`config.mk`:
```
export PLATFORM = sky130hd
export DESIGN_NAME = tc_mul_arbiter
export DESIGN_NICKNAME = d
export VERILOG_FILES = /design/src/rtl/tc_mul_pkg.sv /design/src/rtl/tc_mul_core.sv /design/src/rtl/tc_mul_arbiter.sv
export SDC_FILE = /design/constraint.sdc
export NUM_CORES = 1
export LEC_CHECK = 0
export ABC_AREA = 1
export CAP_MARGIN = 30
export CORE_ASPECT_RATIO = 1.1
export CORE_MARGIN = 2
export CORE_UTILIZATION = 50
export DETAILED_ROUTE_END_ITERATION = 8
export GPL_TIMING_DRIVEN = 1
export PLACE_DENSITY = 0.77
export SLEW_MARGIN = 5
export SYNTH_ARGS = -nofsm -noshare
export SYNTH_HDL_FRONTEND = slang
export SYNTH_SLANG_ARGS = --single-unit
```
`constraint.sdc`:
```
create_clock -name ap_clk -period 5.3 [get_ports ap_clk]
set_input_delay 1.59 -clock ap_clk [delete_from_list [all_inputs] [get_ports ap_clk]]
set_output_delay 1.59 -clock ap_clk [all_outputs]
set_load 0.01 [all_outputs]
```
`src/rtl/tc_mul_pkg.sv`:
```
// Shared definitions for the round-robin multiplier arbiter.
//   A_W / B_W / P_W : operand and product widths (12u x 18s -> 30s)
//   OP_TAG_W        : width of the tag field carried in operand_t; the
//                     top-level TAG_W parameter must match it
//   operand_t       : one queued multiply operation {a, b, tag}
package tc_mul_pkg;

    localparam int A_W      = 12;
    localparam int B_W      = 18;
    localparam int P_W      = 30;
    localparam int OP_TAG_W = 4;

    typedef struct packed {
        logic        [A_W-1:0]      a;
        logic signed [B_W-1:0]      b;
        logic        [OP_TAG_W-1:0] tag;
    } operand_t;

endpackage

```
`src/rtl/tc_mul_core.sv`:
```
// Combinational 12-bit unsigned x 18-bit signed multiplier.
//   a : unsigned operand (zero-extended before the multiply)
//   b : signed operand
//   p : full signed product; the largest magnitude, 4095 * 2^17, fits in
//       30 signed bits, so no bits are lost
module tc_mul_core
    import tc_mul_pkg::*;
(
    input  logic        [A_W-1:0] a,
    input  logic signed [B_W-1:0] b,
    output logic signed [P_W-1:0] p
);

    logic signed [P_W-1:0] a_ext;
    logic signed [P_W-1:0] b_ext;

    // a is zero-extended so it is never read as negative; b sign-extends.
    assign a_ext = P_W'(a);
    assign b_ext = P_W'(b);
    assign p     = a_ext * b_ext;

endmodule

```
`src/rtl/tc_mul_arbiter.sv`:
```
// Round-robin arbiter sharing one multiplier among NREQ requesters.
//   ap_clk, ap_rst_n : clock, synchronous active-low reset
//   req_valid/ready  : per-requester handshake (one-hot ready at most)
//   req_a / req_b    : packed per-requester operands (12u / 18s slices)
//   req_tag          : packed per-requester opaque tags
//   res_valid/ready  : result handshake
//   res_p            : signed 30-bit product
//   res_id / res_tag : issuing requester index and its tag
// Two registered stages: S1 (_p1) holds the granted operands, S2 (_p2)
// holds the product. Results leave in issue order.
module tc_mul_arbiter
    import tc_mul_pkg::*;
#(
    parameter int NREQ  = 4,
    parameter int TAG_W = OP_TAG_W,
    parameter int ID_W  = 2
) (
    input  logic                    ap_clk,
    input  logic                    ap_rst_n,
    input  logic [NREQ-1:0]         req_valid,
    output logic [NREQ-1:0]         req_ready,
    input  logic [NREQ*A_W-1:0]     req_a,
    input  logic [NREQ*B_W-1:0]     req_b,
    input  logic [NREQ*TAG_W-1:0]   req_tag,
    output logic                    res_valid,
    input  logic                    res_ready,
    output logic signed [P_W-1:0]   res_p,
    output logic [ID_W-1:0]         res_id,
    output logic [TAG_W-1:0]        res_tag
);

    // Search starts one past the last fired requester and wraps; returns
    // {found, winner}.
    function automatic logic [ID_W:0] rr_pick(input logic [NREQ-1:0] vld,
                                              input logic [ID_W-1:0] ptr);
        logic            found;
        logic [ID_W-1:0] win;
        logic [ID_W-1:0] cand;
        found = 1'b0;
        win   = '0;
        for (int k = 1; k <= NREQ; k++) begin
            cand = ID_W'((int'(ptr) + k) % NREQ);
            if (!found && vld[cand]) begin
                found = 1'b1;
                win   = cand;
            end
        end
        return {found, win};
    endfunction

    logic [ID_W-1:0]       rr_ptr;
    logic                  gnt_found;
    logic [ID_W-1:0]       gnt_id;
    logic                  adv1;
    logic                  adv2;
    logic                  fire;
    operand_t              sel_op;

    logic                  vld_p1;
    operand_t              op_p1;
    logic [ID_W-1:0]       id_p1;
    logic signed [P_W-1:0] prod_p1;

    logic                  vld_p2;
    logic signed [P_W-1:0] p_p2;
    logic [ID_W-1:0]       id_p2;
    logic [TAG_W-1:0]      tag_p2;

    // Grant and handshake; reset forces req_ready low regardless of state.
    always_comb begin
        {gnt_found, gnt_id} = rr_pick(req_valid, rr_ptr);
        adv2       = !vld_p2 || res_ready;
        adv1       = !vld_p1 || adv2;
        fire       = ap_rst_n && adv1 && gnt_found;
        req_ready  = '0;
        if (fire) begin
            req_ready[gnt_id] = 1'b1;
        end
        sel_op.a   = req_a[gnt_id*A_W +: A_W];
        sel_op.b   = req_b[gnt_id*B_W +: B_W];
        sel_op.tag = req_tag[gnt_id*TAG_W +: TAG_W];
    end

    // ---- S1: granted operands ----
    always_ff @(posedge ap_clk) begin
        if (fire) begin
            op_p1 <= sel_op;
            id_p1 <= gnt_id;
        end
    end

    tc_mul_core u_core (
        .a (op_p1.a),
        .b (op_p1.b),
        .p (prod_p1)
    );

    // ---- S2: product register and control state ----
    always_ff @(posedge ap_clk) begin
        if (!ap_rst_n) begin
            vld_p1 <= 1'b0;
            vld_p2 <= 1'b0;
            rr_ptr <= ID_W'(NREQ - 1);
            p_p2   <= '0;
            id_p2  <= '0;
            tag_p2 <= '0;
        end else begin
            if (fire) begin
                rr_ptr <= gnt_id;
            end
            if (adv1) begin
                vld_p1 <= fire;
            end
            if (adv2) begin
                vld_p2 <= vld_p1;
                if (vld_p1) begin
                    p_p2   <= prod_p1;
                    id_p2  <= id_p1;
                    tag_p2 <= op_p1.tag;
                end
            end
        end
    end

    assign res_valid = vld_p2;
    assign res_p     = p_p2;
    assign res_id    = id_p2;
    assign res_tag   = tag_p2;

endmodule

```
### After elaboration in Yosys (flattened, before gate mapping)

Index checks and enable logic that the tools add are counted.
W data, S select, Z words.

| operators by class | value |
|---|---|
| add/sub/neg operators | 4 |
| multipliers | 3 |
| divide/modulo/power cells | 0 |
| order comparisons | 6 |
| eq/ne operators | 0 |
| shifts and indexed selects | 3 |
| mux-type cells | 19 |
| bitwise logic cells | 0 |
| reductions and logical operators | 14 |

Operator list:

| operator | number |
|---|---|
| $shiftx A72 B8 Y18 | 1 |
| $shiftx A48 B7 Y12 | 1 |
| $mul A13 B18 Y30 | 1 |
| $shiftx A16 B5 Y4 | 1 |
| $lt A2 B3 Y1 const B | 5 |
| $mux W1 | 9 |
| $bmux W1 S2 | 4 |
| $mux W2 | 4 |
| $logic_and A1 B1 Y1 | 6 |
| $mul A2 B4 Y6 const B | 1 |
| $logic_not A1 Y1 | 5 |
| $add A2 B1 Y2 const B | 2 |
| $add A2 B2 Y2 const B | 2 |
| $mul A2 B2 Y4 const B | 1 |
| $mux W4 | 1 |
| $demux W1 S2 | 1 |
| $ge A2 B1 Y1 const B | 1 |
| $logic_or A1 B1 Y1 | 2 |
| $reduce_and A2 Y1 | 1 |

| storage, ports and cells | value |
|---|---|
| bits in registers | 76 |
| latch bits | 0 |
| memory bits (writable) | 0 |
| memory bits (read-only) | 0 |
| memories kept | 0 |

### Depth between registers and ports, before layout

Gate-level depths: netlist of the first run.

| logic depth | value |
|---|---|
| depth in word-level cells | 18 |
| gate-level depth with buffers | 27 |
| mapped depth without buffers | 25 |

### Hierarchy

A second synthesis of the first run with hierarchy kept.

| unflattened totals | value |
|---|---|
| cells, all modules | 1838 |
| area total of the unflattened synthesis | 12931.2 um^2 |

Modules (own cells, without submodules):

| module | instances | cells an instance | area an instance (um^2) |
|---|---|---|---|
| tc_mul_core | 1 | 1220 | 8639.5 |
| tc_mul_arbiter | 1 | 618 | 4291.6 |

### Worst setup path after synthesis of the first run

OpenSTA, ideal clock, no wires.

| timing path | value |
|---|---|
| kind | register to register |
| start point | register op_p1[25] (netlist name) |
| end point | register p_p2[29] (netlist: res_p[29]) |
| setup time | 0.109 ns |
| data arrival time | 4.811 ns |
| setup slack | 0.380 ns |
| stages on the path, launching flop included | 24 |
| buffers on the path | 2 |
| cells stage by stage | edfxtp_1 clkbuf_1 clkbuf_1 nand2_1 fa_1 fa_1 inv_1 fa_1 inv_1 fa_1 fa_1 inv_1 ha_1 inv_1 nor3_1 nand2_1 nor2_1 nand2_1 inv_1 nor2_1 nand2_1 nand3_1 nand2_1 inv_1 |

| on the way | value |
|---|---|
| word-level cells in the longest chain between the ends | 1 |

RTL lines:

| item | RTL line | source |
|---|---|---|
| from (decl) | tc_mul_arbiter.sv:60 | `operand_t op_p1;` |
| from (signal assigned) | tc_mul_arbiter.sv:87 | `op_p1 <= sel_op;` |
| $mul A13 B18 Y30 | tc_mul_core.sv:20 | `assign p = a_ext * b_ext;` |
| to (signal assigned) | tc_mul_arbiter.sv:117 | `p_p2 <= prod_p1;` |
| to (decl) | tc_mul_arbiter.sv:65 | `logic signed [P_W-1:0] p_p2;` |

Every way passes these cells.
A chain may end at the register's enable or synchronous reset.

### Final worst setup path of the first run

| timing path | value |
|---|---|
| start point | input req_valid[1] |
| end point | output req_ready[1] |

| on the way | value |
|---|---|
| word-level cells in the longest chain between the ends | 17 |

RTL lines:

| item | RTL line | source |
|---|---|---|
| from (decl) | tc_mul_arbiter.sv:20 | `input logic [NREQ-1:0] req_valid,` |
| $bmux W1 S2 | tc_mul_arbiter.sv:43 | `if (!found && vld[cand]) begin` |
| $mux W1 (not written as such) | tc_mul_arbiter.sv:43 |  |
| $mux W1 | tc_mul_arbiter.sv:43 |  |
| $logic_not A1 Y1 | tc_mul_arbiter.sv:43 |  |
| $logic_and A1 B1 Y1 | tc_mul_arbiter.sv:43 |  |
| $mux W1 | tc_mul_arbiter.sv:43 |  |
| $logic_not A1 Y1 | tc_mul_arbiter.sv:43 |  |
| $logic_and A1 B1 Y1 | tc_mul_arbiter.sv:43 |  |
| $mux W1 | tc_mul_arbiter.sv:43 |  |
| $logic_not A1 Y1 | tc_mul_arbiter.sv:43 |  |
| $logic_and A1 B1 Y1 | tc_mul_arbiter.sv:43 |  |
| $mux W2 | tc_mul_arbiter.sv:43 |  |
| $lt A2 B3 Y1 (not written as such) / $ge A2 B1 Y1 (equally long branches) | tc_mul_arbiter.sv:77 | `req_ready[gnt_id] = 1'b1;` |
| $logic_and A1 B1 Y1 (not written as such) | tc_mul_arbiter.sv:77 |  |
| $mux W1 (not written as such) | tc_mul_arbiter.sv:77 |  |
| $demux W1 S2 | tc_mul_arbiter.sv:77 |  |
| $mux W4 (*) | tc_mul_arbiter.sv:76 | `if (fire) begin` |
| to (decl) | tc_mul_arbiter.sv:21 | `output logic [NREQ-1:0] req_ready,` |

Mark *: on every way between the ends. The rest lies on a longest branch, timed or not. The select of a mux whose other input is x is not followed.

==> flow_summary_export.csv, run 1 <==
group,metric,value,unit
min_path,worst_hold_path_type,"reg2reg",
placement,port-buffer-count,183,
synthesis,synth_seq_area_share,14.5,%
timing,fmax,0.193,GHz
synthesis,synth_commonest_cells,"nand2_1, inv_1, fa_1, nand3_1, nor2_1",
timing,setup_violations_final,0,
synthesis,netlist_top_cells_area,"fa_1, nand2_1, inv_1",
critical_path,crit-reg2reg-capture,"res_p[28]",
floorplan,core.rowCount,61,
synthesis,synth-seq-cells,76,
synthesis,yosys_warnings,0,
critical_path,r2r-start,"op_p1[16]",
global_routing,total_routing_usage_gr,26.9,%
placement,finalWeightedCongestion,0.900,
placement,dp_hpwl,28500,um
placement,post-place-cells,2411,
floorplan,boundaryPins,184,
clock_tree,cts_clock_pin_slew_for_the_worst_setup_and_hold_paths,60,ps
synthesis,syn_inst,1892,
global_routing,maximum_number_of_pins_on_one_net_before_global_route_repair,69,
synthesis,synth.largest_area_cell,"fa_1",
timing,fin_max_slew_vios,0,
global_routing,grt_pass1_vias,12200,
synthesis,synthesis.nets,2298,
critical_path,crit_path_top_delay_cell,"clkdlybuf4s50_1",
critical_path,worstPathMaxFanout,5,
min_path,hold_critical_path_depth,2,
clock_tree,cts-htree-levels,3,
synthesis,synth-edff-count,36,
routing,detailroute.via_count,11900,
floorplan,dieHeight,173,um
timing,slew_worst_pin,771,ps
critical_path,timing.critical_path.to,"req_ready[1]",
critical_path,worst-r2r-cell-count,20,
final_layout,finish.net_count,2501,
clock_tree,clk_latency,350,ps
synthesis,synthFlopType,"dfxtp_1",
timing,rsz_0062_raised_after_global_routing,"true",
global_routing,initial_antenna_violation_count,0,
clock_tree,cts.sinks,76,
final_layout,layout-area-overhead-vs-synth,23.8,%
synthesis,synth_area,13000,um^2
critical_path,worst-r2r-setup-slack,220,ps
synthesis,yosys.cell_types.count,35,
critical_path,setup.worst_path.start_class,"input pin",
synthesis,synth-async-reset-ratio,0,%
timing,fin_skew,7.40,ps
timing,timing.final.hold_violations,0,
clock_tree,clock_tree.buffer_depth,2,
job,cap_viol_max_count,0,
global_routing,wire_length_of_the_first_global_routing_pass,57700,um
critical_path,worst_setup_path_startpoint,"req_valid[1]",
critical_path,cpPeakStageDelay,540,ps
critical_path,cp.arrival,3580,ps
critical_path,crit_end_element,"output port",
clock_tree,tritoncts,"done",
routing,drt_drc,0,
critical_path,timing.critical_path.mode_cell,"nand3_1",
floorplan,floorplan.initialDensity,51.0,%
clock_tree,root_driver,"clkbuf_16",
timing,period_minus_ws_final,5170,ps
synthesis,top_area_cell_type_share_of_the_netlist_area,30.1,%
clock_tree,cts_hold_repair.buffers,0,
routing,postRouteAntennaNets,0,
timing,timing.slew.headroom,48.3,%
timing,fin_crit_sh,97.5,%
synthesis,post_synth.cell_area_avg,6.85,um^2
critical_path,required,3710,ps
floorplan,die_area,27200,um^2
clock_tree,cts_made_buffers,9,
final_layout,diodes,0,
final_layout,layoutNonFillerInstCount,2446,
routing,drt_first_pass_iters,6,
global_routing,gr-total-overflow,0,
synthesis,yosys.cell_count.top_type,"nand2_1",
run_status,run_status,"completed",
floorplan,die_width,158,um
floorplan,design.core.area,25400,um^2
routing,dr.first_iter.drc_count,644,
final_layout,share_of_cells_above_drive_strength_1,7.29,%
critical_path,worstSetupPathType,"in2out",
critical_path,series_of_cell_instances_along_the_critical_path,"clkdlybuf4s50_1, inv_1, nand2_1, nand3_1, nand2_2, nor2_8, nand3_1, nand2_2, nand2_1, nand2_4, nand3_1, inv_2, clkdlybuf4s50_1",
final_layout,fillerInstances,2301,
routing,wire_per_inst,14.3,um
routing,via_per_inst,4.88,
routing,drt_wl_total,35000,um
==> metrics by stage <==
stage | area [um^2] | utilization, % | hold slack (ps) | setup TNS [ps] | setup slack (ps)
final | 16000 | 63.1 | 474 | 0 | 130
after global routing | 16000 | 63.1 | 519 | -283 | -135
after CTS | 15700 | 61.8 | 478 | 0 | 28.8
after detailed placement | 15400 | 60.7 | 469 | 0 | 36.7
after global placement | 15400 | 60.7 | 459 | 0 | 41.8
after floorplan | 13000 | - | 466 | 0 | 380
==> critical path, delay by kind of cell <==
| kind | cells | cell delay [ps] |
|---|---|---|
| buffers and inverters | 4 | 1080 |
| AND/OR/NAND/NOR | 9 | 900 |
==> placed cells by master, fill, tap and decap left out, drive strengths merged, types with 3 or more instances in the layout <==
cell type        n
fa             195
a21oi           27
o21ai           33
nand4           10
ha              68
clkinv           3
inv            477
nor3             5
nand2          667
a21o             4
edfxtp          36
clkbuf          11
nand3          132
dlymetal6s2s     3
nor2           105
xor2             8
buf             88
clkdlybuf4s50  180
dfxtp           40
==> layout make-up <==
type                       instances  area (um^2)  area share (%)
multi-input combinational       1261         9080            56.6
inverter                         476         1790            11.2
timing repair buffer             271         2590            16.1
tap                              346          433            2.70
clock buffer                      11          233            1.45
sequential                        76         1880            11.7
clock inverter                     5         36.3           0.226
==> worst min path at each step <==
stage	start	endpoint
floorplan	vld_p1	res_valid
global placement	res_p[0]	res_p[0]
detailed placement	res_p[0]	res_p[0]
CTS	res_p[0]	res_p[0]
global route	res_p[2]	res_p[2]
finish	res_p[0]	res_p[0]
==> metal layers <==
| metal | share of wire, % | GRT usage, % |
|---|---|---|
| met1 | 39 | 32.0 |
| met2 | 51 | 47.7 |
| met3 | 7.5 | 5.94 |
| met4 | 3.1 | 9.05 |
| met5 | 0 | 0 |
==> flip-flops by register name, summed over array words and instances (netlist names) <==
name and flops:
rr_ptr 2, op_p1 34, res_valid 1, id_p1 2, vld_p1 1, res_id 2
res_p 30, res_tag 4
==> cell families after synthesis <==
group                    count (synthesis)  synth area share (%)
flip-flops                              76                  14.5
AND/OR/NAND/NOR                        920                  28.7
adder cells (fa/ha/maj)                263                  36.7
buffers and inverters                  555                  16.6
AO/OA/AOI/OAI                           69                  2.93
XOR/XNOR                                 9                 0.608
==> timing repair <==
item                                    in CTS  in global routing
buffers inserted                             0                 19
endpoints found under the setup margin       0                 23
resized for setup                            0                 46
Power of run 1 is left out: the tool's default activity adds up to more than one toggle a clock period on the data nets, which glitch-free logic cannot reach.
==> run 2, diff against run 1 <==
CAP_MARGIN = default   (was 30)
CELL_PAD_IN_SITES_DETAIL_PLACEMENT = 0   (was default)
CELL_PAD_IN_SITES_GLOBAL_PLACEMENT = 1   (was default)
CORE_UTILIZATION = 37   (was 50)
PLACE_DENSITY = default   (was 0.77)
PLACE_DENSITY_LB_ADDON = 0.1   (was default)
==> run 2 against run 1 <==
Global-route usage down 5.7 points; setup slack worse by 8.4 ps; routed wire length rose by 4.4%; die area is 34% higher.
==> flow_summary_export.csv, run 2 (synthesis results as in run 1) <==
group,metric,value,unit
timing,period_minus_ws_final,5180,ps
final_layout,layout_commonest_cell,"nand2_1",
floorplan,design.core.area,34400,um^2
timing,timing.slew.headroom,43.0,%
final_layout,largest_reg_flops,34,
clock_tree,cts_clock_pin_slew_for_the_worst_setup_and_hold_paths,60,ps
timing,timing.final.hold_violations,0,
final_layout,finish.net_count,2513,
clock_tree,tritoncts,"done",
global_routing,maximum_number_of_pins_on_one_net_before_global_route_repair,69,
critical_path,worstSetupPathType,"in2out",
floorplan,dieHeight,200,um
clock_tree,clock_tree.buffer_depth,2,
final_layout,regMostFlops,"op_p1",
critical_path,worstPathMaxFanout,4,
floorplan,die_area,36500,um^2
global_routing,gr-total-overflow,0,
routing,wire_per_inst,14.3,um
global_routing,wire_length_of_the_first_global_routing_pass,61400,um
clock_tree,clk_latency,370,ps
timing,fin_max_slew_vios,0,
routing,dr.first_iter.drc_count,496,
final_layout,layout-area-overhead-vs-synth,25.9,%
final_layout,final_design_area_no_fill,16300,um^2
final_layout,fillerInstances,3583,
clock_tree,cts-htree-levels,3,
final_layout,share_of_cells_above_drive_strength_1,7.48,%
routing,via_per_inst,4.59,
routing,detailroute.via_count,11700,
floorplan,die_width,182,um
floorplan,core.rowCount,71,
routing,drt_wl_total,36600,um
final_layout,post-route-util,47.4,%
critical_path,crit_end_element,"output port",
global_routing,total_routing_usage_gr,21.3,%
placement,port-buffer-count,183,
placement,dpl_cell_area,15700,um^2
final_layout,layout.cells.most_common_list,"nand2_1, inv_1, fa_1",
critical_path,cp.arrival,3590,ps
final_layout,diodes,0,
floorplan,boundaryPins,184,
run_status,run_status,"completed",
timing,fin_skew,11.0,ps
placement,dp_hpwl,30000,um
job,cap_viol_max_count,0,
placement,finalWeightedCongestion,0.824,
global_routing,initial_antenna_violation_count,0,
global_routing,grt_pass1_vias,12300,
min_path,worst_hold_path_type,"reg2reg",
routing,postRouteAntennaNets,0,
timing,setup_violations_final,0,
clock_tree,cts_made_buffers,9,
critical_path,setup.worst_path.start_class,"input pin",
clock_tree,root_driver,"clkbuf_16",
timing,rsz_0062_raised_after_global_routing,"true",
clock_tree,cts.sinks,76,
routing,drt_drc,0,
critical_path,required,3710,ps
clock_tree,cts_hold_repair.buffers,0,
timing,slew_worst_pin,850,ps
timing,fin_crit_sh,97.7,%
routing,drt_first_pass_iters,4,
floorplan,floorplan.initialDensity,37.7,%
timing,fmax,0.193,GHz
-- run 2: changes by cell type in the layout (fill, tap and decap cells not counted), sizes merged --
cell	before	now
inv	477	476
bufinv	0	1
clkinv	3	4
clkinvlp	1	0
buf	88	100
-- run 2: metrics by stage --
step,setup slack [ps],hold slack (ps),instances,TNS [ps]
floorplan,380,466,1892,0
global placement,54.5,467,2513,0
detailed placement,39.5,477,2513,0
CTS,24.6,492,2529,0
global route,-30.7,516,2550,-44.6
finish,122,483,2550,0
-- run 2: worst max-delay path, stage by stage --
cell and delay [ps]:
clkdlybuf4s50_1 420, inv_1 60, nand2_1 60, nand3_1 140, nand2_2 100, nor2_8 140
nand3_4 130, nor2_4 150, inv_2 60, nand2_4 70, nand3_1 80, inv_2 60
clkdlybuf4s50_1 520
-- run 2: area by class of cell --
| cell class | instances | area [um^2] | area share, % |
|---|---|---|---|
| Clock buffer | 11 | 254 | 1.56 |
| Clock inverter | 5 | 57.6 | 0.353 |
| Inverter | 476 | 1790 | 11.0 |
| Multi-Input combinational cell | 1261 | 9050 | 55.5 |
| Sequential cell | 76 | 1880 | 11.5 |
| Tap cell | 438 | 548 | 3.36 |
| Timing Repair Buffer | 283 | 2730 | 16.7 |
-- run 2: path summary, 6_finish.rpt --
kind / startpoint / end / slack [ps] / cells past startpoint
worst max register to register: op_p1[12] / res_p[11] / 270 / 20
worst min-delay path: res_p[3] / res_p[3] / 480 / 2
worst min register to register: res_p[3] / res_p[3] / 480 / 2
worst max-delay path: req_valid[3] / req_ready[1] / 120 / 13
-- run 2: timing repair --
| action | CTS | global route |
|---|---|---|
| setup buffers | 0 | 21 |
| endpoints found under the setup margin | 0 | 24 |
| resized for setup | 0 | 37 |
-- run 2: per-layer routing --
metal | vias up | global-route usage (%) | routed length [um] | part of all wire [%]
met3 | 46 | 3.53 | 1500 | 4.1
met1 | 5527 | 25.9 | 15700 | 43
met5 | - | 0 | 0 | 0
met4 | 0 | 6.54 | 835 | 2.3
met2 | 223 | 38.1 | 18500 | 51
li1 | 5908 | - | - | -
Power of run 2 is left out for the same reason.
==> run 3, diff against run 2 <==
REMOVE_ABC_BUFFERS = 1   (was default)
==> run 3 against run 2 <==
Global-route usage decreased by 1.3 points; sequential cell count unchanged; clock-buffer cell count is the same; non-clock buffer count decreased by 25.
==> flow_summary_export.csv, run 3 (synthesis results as in run 1) <==
group,metric,value,unit
timing,fin_skew,19.2,ps
critical_path,worstSetupPathType,"in2out",
global_routing,wire_length_of_the_first_global_routing_pass,58200,um
final_layout,final_design_area_no_fill,16100,um^2
clock_tree,cts.sinks,76,
critical_path,worstPathMaxFanout,4,
floorplan,core.rowCount,71,
job,cap_viol_max_count,0,
clock_tree,cts_clock_pin_slew_for_the_worst_setup_and_hold_paths,60,ps
placement,post-place-ws,36.7,ps
critical_path,worst_setup_path_startpoint,"req_valid[0]",
global_routing,gr-total-overflow,0,
timing,setup_violations_final,0,
placement,port-buffer-count,183,
timing,timing.slew.headroom,43.1,%
timing,slew_worst_pin,848,ps
final_layout,post-route-util,46.7,%
placement,finalWeightedCongestion,0.828,
critical_path,crit-reg2reg-capture,"res_p[29]",
floorplan,boundaryPins,184,
min_path,worst_hold_path_type,"reg2reg",
placement,dp_hpwl,28600,um
routing,drt_first_pass_iters,5,
final_layout,layout.cells.most_common_list,"nand2_1, inv_1, fa_1",
final_layout,layout-area-overhead-vs-synth,24.0,%
critical_path,worst-r2r-setup-slack,240,ps
critical_path,r2r-start,"op_p1[21]",
floorplan,die_width,182,um
timing,timing.final.hold_violations,0,
clock_tree,tritoncts,"done",
timing,fin_max_slew_vios,0,
timing,period_minus_ws_final,5140,ps
routing,detailroute.via_count,11600,
placement,dpl_cell_area,15600,um^2
global_routing,maximum_number_of_pins_on_one_net_before_global_route_repair,69,
final_layout,largest_reg_flops,34,
clock_tree,clk_latency,370,ps
critical_path,required,3710,ps
routing,drt_wl_total,34500,um
clock_tree,cts_made_buffers,9,
final_layout,fillerInstances,3572,
final_layout,share_of_cells_above_drive_strength_1,6.76,%
critical_path,worst-r2r-cell-count,22,
routing,dr.first_iter.drc_count,551,
critical_path,crit_end_element,"output port",
final_layout,finish.net_count,2488,
min_path,worstHoldStart,"res_p[0]",
critical_path,cpPeakStageDelay,520,ps
global_routing,total_routing_usage_gr,19.9,%
clock_tree,cts-htree-levels,3,
routing,via_per_inst,4.59,
run_status,run_status,"completed",
timing,rsz_0062_raised_after_global_routing,"true",
clock_tree,root_driver,"clkbuf_16",
routing,postRouteAntennaNets,0,
critical_path,crit_path_top_delay_cell,"clkdlybuf4s50_1",
timing,finalWorstSetupSlack,161,ps
critical_path,cp.arrival,3550,ps
final_layout,regMostFlops,"op_p1",
critical_path,series_of_cell_instances_along_the_critical_path,"clkdlybuf4s50_1, nand2_1, nand2_2, nand2_1, nand2_4, nor2_8, nand3_4, nor2_4, inv_2, nand2_4, nand3_1, inv_2, clkdlybuf4s50_1",
timing,fin_crit_sh,97.0,%
floorplan,dieHeight,200,um
global_routing,grt_pass1_vias,12000,
routing,drt_drc,0,
floorplan,design.core.area,34400,um^2
routing,wire_per_inst,13.7,um
global_routing,initial_antenna_violation_count,0,
final_layout,layout_commonest_cell,"nand2_1",
timing,fmax,0.195,GHz
critical_path,setup.worst_path.start_class,"input pin",
floorplan,floorplan.initialDensity,37.7,%
final_layout,diodes,0,
clock_tree,clock_tree.buffer_depth,2,
timing,fin_hold_ws,476,ps
floorplan,die_area,36500,um^2
critical_path,timing.critical_path.to,"req_ready[1]",
## run 3: how the worst min path moves through the flow
stage	to	slack [ps]	depth (start not counted)
after floorplan	res_valid	470	2
after global placement	res_p[0]	450	2
after detailed placement	res_p[0]	460	2
after CTS	res_p[0]	470	2
after global routing	res_p[0]	500	2
final	res_p[0]	480	2
## run 3: layer usage
layer	vias to the layer above	part of all wire [%]	global-route usage (%)
met1	5498	42	23.3
met3	31	2.8	2.09
met5	-	0	0
met4	0	2.0	5.53
li1	5858	-	-
met2	193	53	38.1
## run 3: repair_timing
action	4_1_cts	5_1_grt
hold endpoints to repair	0	0
pin swaps	0	2
gates resized for setup	1	41
hold buffers	0	0
endpoints found under the setup margin	1	19
buffers inserted	0	11
gates cloned	0	0
## run 3: critical path, delay by kind of cell
| family | cells | cell delay [ps] |
|---|---|---|
| buffers and inverters | 4 | 1050 |
| AND/OR/NAND/NOR | 9 | 920 |
## run 3: cell type report
class	instances	area, um^2	share of cell area, %
multi-input cells	1261	9040	56.3
well taps	438	548	3.41
flip-flops and latches	76	1880	11.7
inverters	476	1790	11.1
clock inverters	5	31.3	0.195
clock buffers	11	254	1.58
repair buffers	258	2520	15.7
## run 3: through the flow
step | cells | setup TNS [ps]
after floorplan | 1813 | -295
after global placement | 2498 | 0
after detailed placement | 2498 | 0
after CTS | 2514 | 0
after global routing | 2525 | -21.0
final | 2525 | 0
Power of run 3 is left out for the same reason.
